===== config.mk =====
export PLATFORM = sky130hd
export DESIGN_NAME = fetch_stage
export DESIGN_NICKNAME = d
export VERILOG_FILES = /design/src/rtl/lc3b_types.sv /design/src/rtl/if_id_reg.sv /design/src/rtl/fetch_stage.sv
export SDC_FILE = /design/constraint.sdc
export NUM_CORES = 1
export LEC_CHECK = 0
export CORE_ASPECT_RATIO = 0.8
export CORE_MARGIN = 2
export CORE_UTILIZATION = 31
export CTS_BUF_LIST = sky130_fd_sc_hd__clkbuf_8
export DETAILED_ROUTE_END_ITERATION = 7
export GPL_TIMING_DRIVEN = 0
export SYNTH_ARGS = -nofsm -noshare
export SYNTH_HDL_FRONTEND = slang
export SYNTH_SLANG_ARGS = --single-unit

===== constraint.sdc =====
create_clock -name clk -period 3.3 [get_ports clk]
set_clock_uncertainty 0.2 [all_clocks]
set_input_delay 0.66 -clock clk [delete_from_list [all_inputs] [get_ports clk]]
set_output_delay 0.66 -clock clk [all_outputs]
set_load 0.02 [all_outputs]

===== src/rtl/lc3b_types.sv =====
// Shared LC-3b pipeline types: the 16-bit word, the fetch FSM state encoding,
// the IF/ID pipeline register layout and PC arithmetic.
package lc3b_types;

  typedef logic [15:0] lc3b_word;

  // BR with nzp=000: never taken, so it is safe to present as a bubble.
  localparam lc3b_word LC3B_NOP = 16'h0000;

  typedef enum logic [1:0] {
    S_BOOT,
    S_REQ,
    S_FULL,
    S_DROP
  } fetch_state_t;

  typedef struct packed {
    logic     valid;
    lc3b_word ir;
    lc3b_word pc;
  } if_id_t;

  // Word-aligned increment; wraps modulo 2^16.
  function automatic lc3b_word pc_inc(input lc3b_word pc);
    return pc + 16'd2;
  endfunction

endpackage


===== src/rtl/if_id_reg.sv =====
// IF/ID pipeline register. Load wins over clear; clear turns the entry into a
// bubble while keeping its pc field.
module if_id_reg
  import lc3b_types::*;
#(
  parameter lc3b_word NOP_INSTR = LC3B_NOP
) (
  input  logic   clk,
  input  logic   rst_n,
  input  logic   load,
  input  logic   clear,
  input  if_id_t d,
  output if_id_t q
);

  always_ff @(posedge clk or negedge rst_n) begin
    if (!rst_n) begin
      q <= '{valid: 1'b0, ir: NOP_INSTR, pc: 16'h0000};
    end else if (load) begin
      q <= d;
    end else if (clear) begin
      q.valid <= 1'b0;
      q.ir    <= NOP_INSTR;
    end
  end

endmodule


===== src/rtl/fetch_stage.sv =====
// LC-3b fetch stage: PC, instruction-memory read handshake, one-entry skid
// buffer for stalled responses, and redirect handling that drops in-flight fetches.
module fetch_stage
  import lc3b_types::*;
#(
  parameter lc3b_word RESET_PC  = 16'h0000,
  parameter lc3b_word NOP_INSTR = 16'h0000
) (
  input  logic        clk,
  input  logic        rst_n,
  output logic [15:0] imem_address,
  output logic        imem_read,
  input  logic        imem_resp,
  input  logic [15:0] imem_rdata,
  input  logic        stall,
  input  logic        redirect,
  input  logic [15:0] redirect_pc,
  output logic        if_id_valid,
  output logic [15:0] if_id_ir,
  output logic [15:0] if_id_pc
);

  fetch_state_t state, state_n;
  lc3b_word     pc, pc_n, addr_q, addr_n, pc_plus2;
  if_id_t       skid, skid_n;
  if_id_t       if_id_q, if_id_d;
  logic         if_id_load, if_id_clear, can_accept;

  assign pc_plus2   = pc_inc(pc);
  assign can_accept = !if_id_q.valid || !stall;

  always_ff @(posedge clk or negedge rst_n) begin
    if (!rst_n) begin
      state  <= S_BOOT;
      pc     <= RESET_PC;
      addr_q <= RESET_PC;
      skid   <= '0;
    end else begin
      state  <= state_n;
      pc     <= pc_n;
      addr_q <= addr_n;
      skid   <= skid_n;
    end
  end

  always_comb begin
    state_n    = state;
    pc_n       = pc;
    addr_n     = addr_q;
    skid_n     = skid;
    if_id_load = 1'b0;
    if_id_d    = skid;
    if (redirect) begin
      pc_n   = redirect_pc;
      skid_n = '0;
      // An unanswered request must complete before the address may move.
      if ((state == S_REQ || state == S_DROP) && !imem_resp) begin
        state_n = S_DROP;
      end else begin
        addr_n  = redirect_pc;
        state_n = S_REQ;
      end
    end else begin
      case (state)
        S_BOOT: state_n = S_REQ;
        S_REQ: begin
          if (imem_resp) begin
            pc_n = pc_plus2;
            if (can_accept) begin
              if_id_load = 1'b1;
              if_id_d    = '{valid: 1'b1, ir: imem_rdata, pc: pc_plus2};
              addr_n     = pc_plus2;
            end else begin
              skid_n  = '{valid: 1'b1, ir: imem_rdata, pc: pc_plus2};
              state_n = S_FULL;
            end
          end
        end
        S_FULL: begin
          if (!stall) begin
            if_id_load   = 1'b1;
            if_id_d      = skid;
            skid_n.valid = 1'b0;
            addr_n       = pc;
            state_n      = S_REQ;
          end
        end
        S_DROP: begin
          if (imem_resp) begin
            addr_n  = pc;
            state_n = S_REQ;
          end
        end
        default: state_n = S_BOOT;
      endcase
    end
  end

  always_comb begin
    imem_read = (state == S_REQ) || (state == S_DROP);
  end

  assign if_id_clear  = redirect || !stall;
  assign imem_address = addr_q;
  assign if_id_valid  = if_id_q.valid;
  assign if_id_ir     = if_id_q.ir;
  assign if_id_pc     = if_id_q.pc;

  if_id_reg #(.NOP_INSTR(NOP_INSTR)) u_if_id (
    .clk   (clk),
    .rst_n (rst_n),
    .load  (if_id_load),
    .clear (if_id_clear),
    .d     (if_id_d),
    .q     (if_id_q)
  );

endmodule


# ---- Yosys cells after proc, flatten, opt, wreduce, memory -nomap -nowiden
# Cells that the tools add are included.
dict set report word_totals {
  ff_bits 100
  latchBits 0
  mem_bits_rw 0
  mem_bits_ro 0
  inputBits 37
  output_inout_bits 50
  wordCells 72
  memories 0
}
dict set report classes {
  n_addsub 1
  multipliers 0
  div 0
  n_lt_le_gt_ge 0
  n_eq_ne 10
  shift 0
  n_mux 34
  n_bitwise 0
  reduce_logical 18
}
# operator n
set ops {}
lappend ops {{two-way mux 33 bit} 7}
lappend ops {{two-way mux 16 bit} 9}
lappend ops {{one-hot mux 16 bit (3 select lines)} 1}
lappend ops {{two-way mux 17 bit} 2}
lappend ops {{two-way mux 32 bit} 1}
lappend ops {{adder 16 x 2 -> 16 bit (second input constant)} 1}
lappend ops {{inequality test 3 bit (second input constant)} 5}
lappend ops {{two-way mux 2 bit} 6}
lappend ops {{one-hot mux 2 bit (4 select lines)} 1}
lappend ops {{AND reduction 4 bit} 2}
lappend ops {{AND reduction 6 bit} 1}
lappend ops {{nonzero test 2 bit} 3}
lappend ops {{two-way mux 1 bit} 5}
lappend ops {{equality test 2 bit (second input constant)} 2}
lappend ops {{inequality test 2 bit (second input constant)} 2}
lappend ops {{one-hot mux 1 bit (2 select lines)} 2}
lappend ops {{nonzero test 4 bit} 1}
lappend ops {{logical NOT 1 bit} 3}
lappend ops {{logical OR 1 bit} 3}
lappend ops {{AND reduction 3 bit} 1}
lappend ops {{nonzero test 3 bit} 1}
lappend ops {{equality test 2 x 1 -> 1 bit (second input constant)} 1}
lappend ops {{logical NOT 2 bit} 1}
lappend ops {{AND reduction 2 bit} 1}
lappend ops {{logical AND 1 bit} 1}

# ---- Depth between registers and ports, before layout
dict set report logic_depth {
  word_depth 7
  ltp_mapped 9
  ltp_nobuf 7
}

# ---- Hierarchy
# Synthesis repeated with hierarchy kept, for this count alone.
dict set report hier_totals {
  cells_unflattened 511
  hier_area_um2 5281.3
}
# module instances cells_per_inst area_each_um2 seq_area_each_um2
set modules_own_cells {}
lappend modules_own_cells {fetch_stage 1 439 3998.8 1676.6}
lappend modules_own_cells {if_id_reg 1 72 1282.5 825.8}

# ---- Worst setup path before layout
# No wires, ideal clock.
dict set report synth_path {
  path_type {register to register}
  from {register state[1]}
  to {register addr_q[10] (netlist: imem_address[10])}
  setup_time_ns 0.133
  arrival_time_ns 1.756
  t_required_ns 2.967
  slack_ns 1.211
  path_stages_with_launch 10
  path_buffers 2
  period_less_slack_ns 2.089
  path_cell_list {dfrtp_1 > inv_1 > ha_1 > or2_1 > nand2b_1 > buf_2 > o21ai_2 > buf_6 > a32oi_1 > o31ai_1}
}
dict set report synth_between {
  elab_chain_len 5
  word_cells_on_any_way 14
  cone_classes {eq/ne (8); mux (2); reduce/logical (4)}
}
# element line
set synth_rtl {}
lappend synth_rtl {{start: declaration} fetch_stage.sv:23} ;# fetch_state_t state, state_n;
lappend synth_rtl {{start signal: assignment} fetch_stage.sv:39} ;# state <= state_n;
lappend synth_rtl {{equality test 2 x 1 -> 1 bit / equality test 2 bit (equally long branches)} -}
lappend synth_rtl {{logical OR 1 bit (*)} -}
lappend synth_rtl {{via imem_read} fetch_stage.sv:12} ;# output logic imem_read,
lappend synth_rtl {{logical AND 1 bit (*)} fetch_stage.sv:57} ;# if ((state == S_REQ || state == S_DROP) && !imem_resp) begin
lappend synth_rtl {{inequality test 2 bit (no source line) (*)} -}
lappend synth_rtl {{AND reduction 6 bit (no source line) (*)} -}
lappend synth_rtl {{end signal: assignment} fetch_stage.sv:41} ;# addr_q <= addr_n;
lappend synth_rtl {{end: declaration} fetch_stage.sv:24} ;# lc3b_word pc, pc_n, addr_q, addr_n, pc_plus2;
# The timed path passes the listed nets; every way through them passes the cells marked *.
# A chain may end at the register's enable or synchronous reset.

# ---- Worst setup path in the final report
dict set report layout_path {
  from {register state[1]}
  to {output imem_read}
}
dict set report layout_between {
  elab_chain_len 2
  word_cells_on_any_way 3
  cone_classes {eq/ne (2); reduce/logical (1)}
}
# element line
set layout_rtl {}
lappend layout_rtl {{equality test 2 x 1 -> 1 bit / equality test 2 bit (equally long branches)} fetch_stage.sv:100} ;# imem_read = (state == S_REQ) || (state == S_DROP);
lappend layout_rtl {{logical OR 1 bit (*)} fetch_stage.sv:100}
lappend layout_rtl {{end: declaration} fetch_stage.sv:12}
# Mark *: on every way between the ends. The rest lies on a longest branch, timed or not.

==> implementation parameters <==
Parameter                              Value

Synthesis
  Leading cell types by total area after synthesis ... sky130_fd_sc_hd__dfrtp_1 (48%), sky130_fd_sc_hd__nand2_1 (7.3%), sky130_fd_sc_hd__mux2i_1 (5.8%)
  Register area share after synthesis ... 47.9%
  Post-synthesis cell type with the largest combined area ... sky130_fd_sc_hd__dfrtp_1
  Mean instance size in the synthesized netlist ... approximately 9.5 µm²
  Post-synth EDFFs ... 0
  Most repeated cell in the gate-level netlist after synthesis ... sky130_fd_sc_hd__nand2_1
  Top_reg_cell synth ... sky130_fd_sc_hd__dfrtp_1
  Number of synthesis warnings ... 0
  Leading post-synthesis cells by instance count ... sky130_fd_sc_hd__nand2_1 (102), sky130_fd_sc_hd__dfrtp_1 (100), sky130_fd_sc_hd__nor2_1 (43)
  Syn_nets ... between 500 and 600
  Synthesized cell area ... 5220 µm²
  Portion of synthesized cell area occupied by the leading cell type ... a little under half
  Post-Synthesis Cells ... between 500 and 600
  Flop and latch count out of synthesis ... 100
  Synth cell types ... 57
  Fraction of registers with async set/reset ... 100%

Power and ir drop
  Total power after layout ... between 0.004 and 0.005 W
  Standby leakage power ... around 2.7 nW
  Maximum VDD drop ... between 200 and 300 µV
  Power per cell area ... 654 nW/µm²

Placement
  Placement Cell Area ... approximately 6400 µm²
  Dpl ws ... approximately 0.30 ns
  Placed cell count ... ~850
  DP Wirelength ... roughly 11 mm
  Port Buf Inserts ... between 80 and 90
  GP Congestion ... a little under 0.9

Floorplanning
  Initial cell density of the core ... 31.6%
  Count of standard-cell rows ... 42
  Die span in y ... 120 µm
  CORE AREA ... roughly 17,000 µm²
  I/O pin total ... slightly below 90
  Die area ... approximately 18,000 µm²
  Floorplan die width ... 149 µm

Route
  Detailed-route DRC error count ... 0
  Wire length after detailed routing ... approximately 14 mm
  Mean number of vias per cell ... between 4 and 5
  First-pass detailed-route iteration total ... 4
  Antenna Violating Nets Remaining ... 0
  Per-cell routed wire length ... 16.2 µm
  Number of DRC markers in iteration 0 ... approximately 260
  Total number of vias ... around 4,300

Job
  Max Cap Viol ... 0

STA
  Max frequency ... approximately 340 MHz
  Min Hold Slack ... around 0.057 ns
  Slew at the pin closest to its max-slew limit ... 0.689 ns
  Max-Slew Margin vs Limit ... between 50% and 60%
  Hold Violations, Final ... 0
  Final critical-path share of the clock period ... about 90%
  Min Clock Period, post-route ... 2.91 ns
  Setup repair after global routing missed its margin ... false
  Final-report max-slew violation count ... 0
  Fin worst setup slack ... around 0.39 ns
  Number of setup violations in the final report ... 0

CTS
  Number of buffers inserted for hold repair after clock tree synthesis ... 0
  Root buffer selected by CTS ... sky130_fd_sc_hd__clkbuf_8
  Max Buffers Root-to-Sink ... 2
  TritonCTS Buffers ... 9
  CTS sink count ... 100
  H-tree level count ... 3
  Worst-path clk slew ... roughly 0.10 ns
  TritonCTS clock tree ... done
  Number of instances resized during post-cts repair ... 0
  Clock insertion delay at the later pin of the skew report ... ~0.39 ns
  Post-CTS repair timing setup buffer count ... 0

Global route
  Met1 track demand over resource in global routing ... between 20 and 25%
  Global Route met2 Usage ... roughly a quarter
  Global-route wire length before repair ... about 23 mm
  Met3 track demand over resource ... 4.49%
  Antenna violations before repair ... 0
  Grt peak-use layer ... met2
  Vias in the first global route ... roughly 4,300
  Largest net degree at the start of global routing ... 61
  GRT overflow ... 0
  Combined global-route utilization of all metal layers ... roughly 16%

Finish
  Synthesis-to-finish area growth ... 25.6%
  Count of antenna diodes in the layout ... 0
  Number of standard cells in the layout, taps in and fillers out ... 870
  Fraction of final layout cells with drive strength greater than 1 ... between 10% and 20%
  Final net count ... 686
  Layout Cell Area excl Fill ... about 6600 µm²

Setup path
  Data required time at the worst endpoint ... between 2 and 2.5 ns
  Cell Chain, Critical Path ... inv_1 -> ha_1 -> or2_1 -> clkdlybuf4s50_1
  Critical path fanouts, max ... 7
  Critical path endpoint category ... output pin
  Number of buffers and inverters on the critical path ... 2
  CP Class ... reg -> out
  Cell with the biggest individual delay on the critical path ... sky130_fd_sc_hd__clkdlybuf4s50_1
  Biggest cell delay along the critical path ... 0.62 ns
  Kind of cell with the highest combined delay on the critical path ... buffers and inverters
  Worst path arrival time ... a little over 2 ns
  Nature of the critical path startpoint ... register

Min path
  Class of the most critical hold timing path ... in -> async

Status
  Outcome ... finished clean
==> registers in the layout, summed over array words and instances (netlist names) <==
| name | count |
|---|---|
| imem_address | 16 |
| skid | 33 |
| pc | 16 |
| u_if_id.q | 33 |
| state | 2 |
==> stage by stage <==
stage          setup TNS, ns  util (%)
2_1_floorplan              0         -
3_3_place_gp         -251.99      38.5
3_5_place_dp               0      38.6
4_1_cts                    0      39.7
5_1_grt                    0      39.7
6_report                   0      39.7
==> final timing paths <==
| kind | slack (ns) | cells after the start | from | end |
|---|---|---|---|---|
| min in group clk | 0.28 | 2 | imem_address[5]$_DFFE_PN0P_ | imem_address[5]$_DFFE_PN0P_ |
| worst max-delay path | 0.39 | 4 | state[1]$_DFFE_PN0P_ | imem_read |
| worst max register to register | 0.84 | 9 | state[1]$_DFFE_PN0P_ | imem_address[8]$_DFFE_PN0P_ |
| max in group asynchronous | 2.16 | 2 | rst_n | pc[15]$_DFFE_PN0P_ |
| worst min register to register | 0.28 | 2 | imem_address[5]$_DFFE_PN0P_ | imem_address[5]$_DFFE_PN0P_ |
| worst min-delay path | 0.06 | 1 | rst_n | u_if_id.q[5]$_DFFE_PN0P_ |
==> routing by layer <==
layer / up-vias / wire length (µm)
met5: - / 0
met2: 94 / 6480
met4: 0 / 147
met1: 2096 / 6620
li1: 2064 / -
met3: 9 / 859
==> area by class of cell <==
class | instances | area, µm²
buffer | 44 | 262
clock buffer | 10 | 138
clock inverter | 6 | 48.8
fill | 1645 | 9940
inverter | 6 | 22.5
multi-input combinational | 398 | 2430
sequential | 100 | 2500
tap | 220 | 275
timing repair buffer | 86 | 876
==> where the power goes <==
group          internal, W  switching, W  total (W)
Combinational     0.000830       0.00108    0.00191
Sequential         0.00147      0.000147    0.00161
Clock             0.000301      0.000466   0.000767
Total              0.00260       0.00169    0.00429
==> worst register-to-register path: stages (launching register included) <==
cell and delay (ns):
sky130_fd_sc_hd__dfrtp_1 0.45, sky130_fd_sc_hd__inv_1 0.07, sky130_fd_sc_hd__ha_1 0.27, sky130_fd_sc_hd__or2_1 0.30
sky130_fd_sc_hd__nand2b_1 0.08, sky130_fd_sc_hd__buf_2 0.23, sky130_fd_sc_hd__o21ai_2 0.23, sky130_fd_sc_hd__buf_6 0.22
sky130_fd_sc_hd__a32oi_1 0.16, sky130_fd_sc_hd__o31ai_1 0.10
==> placed cells by master (no fill, tap or decap), types with 6 or more instances in the layout <==
| cell type | netlist | routed |
|---|---|---|
| sky130_fd_sc_hd__buf_4 | 8 | 9 |
| sky130_fd_sc_hd__clkbuf_8 | 0 | 10 |
| sky130_fd_sc_hd__o21ai_0 | 40 | 40 |
| sky130_fd_sc_hd__buf_2 | 16 | 16 |
| sky130_fd_sc_hd__dfrtp_1 | 100 | 100 |
| sky130_fd_sc_hd__xor2_1 | 12 | 12 |
| sky130_fd_sc_hd__buf_6 | 6 | 6 |
| sky130_fd_sc_hd__nor3_1 | 8 | 8 |
| sky130_fd_sc_hd__nand3_1 | 8 | 8 |
| sky130_fd_sc_hd__o21ai_1 | 15 | 15 |
| sky130_fd_sc_hd__inv_1 | 6 | 6 |
| sky130_fd_sc_hd__mux2i_1 | 30 | 30 |
| sky130_fd_sc_hd__clkdlybuf4s50_1 | 0 | 84 |
| sky130_fd_sc_hd__a211oi_1 | 7 | 7 |
| sky130_fd_sc_hd__nand2_1 | 102 | 102 |
| sky130_fd_sc_hd__mux2_2 | 10 | 10 |
| sky130_fd_sc_hd__xnor2_1 | 26 | 26 |
| sky130_fd_sc_hd__a21oi_1 | 30 | 30 |
| sky130_fd_sc_hd__clkbuf_1 | 13 | 13 |
| sky130_fd_sc_hd__nor2_1 | 43 | 43 |
==> kinds of logic after synthesis <==
group                      share of synthesized area (%)
xor gates and xnor gates                            6.37
DFF                                                 47.9
muxes                                               7.91
buffers and inverters                               5.44
AOI/OAI and AO/OA                                   13.5
adders and majority gates                          0.959
and+or+nand+nor                                     17.9
Power figures use the tool's default switching activity.
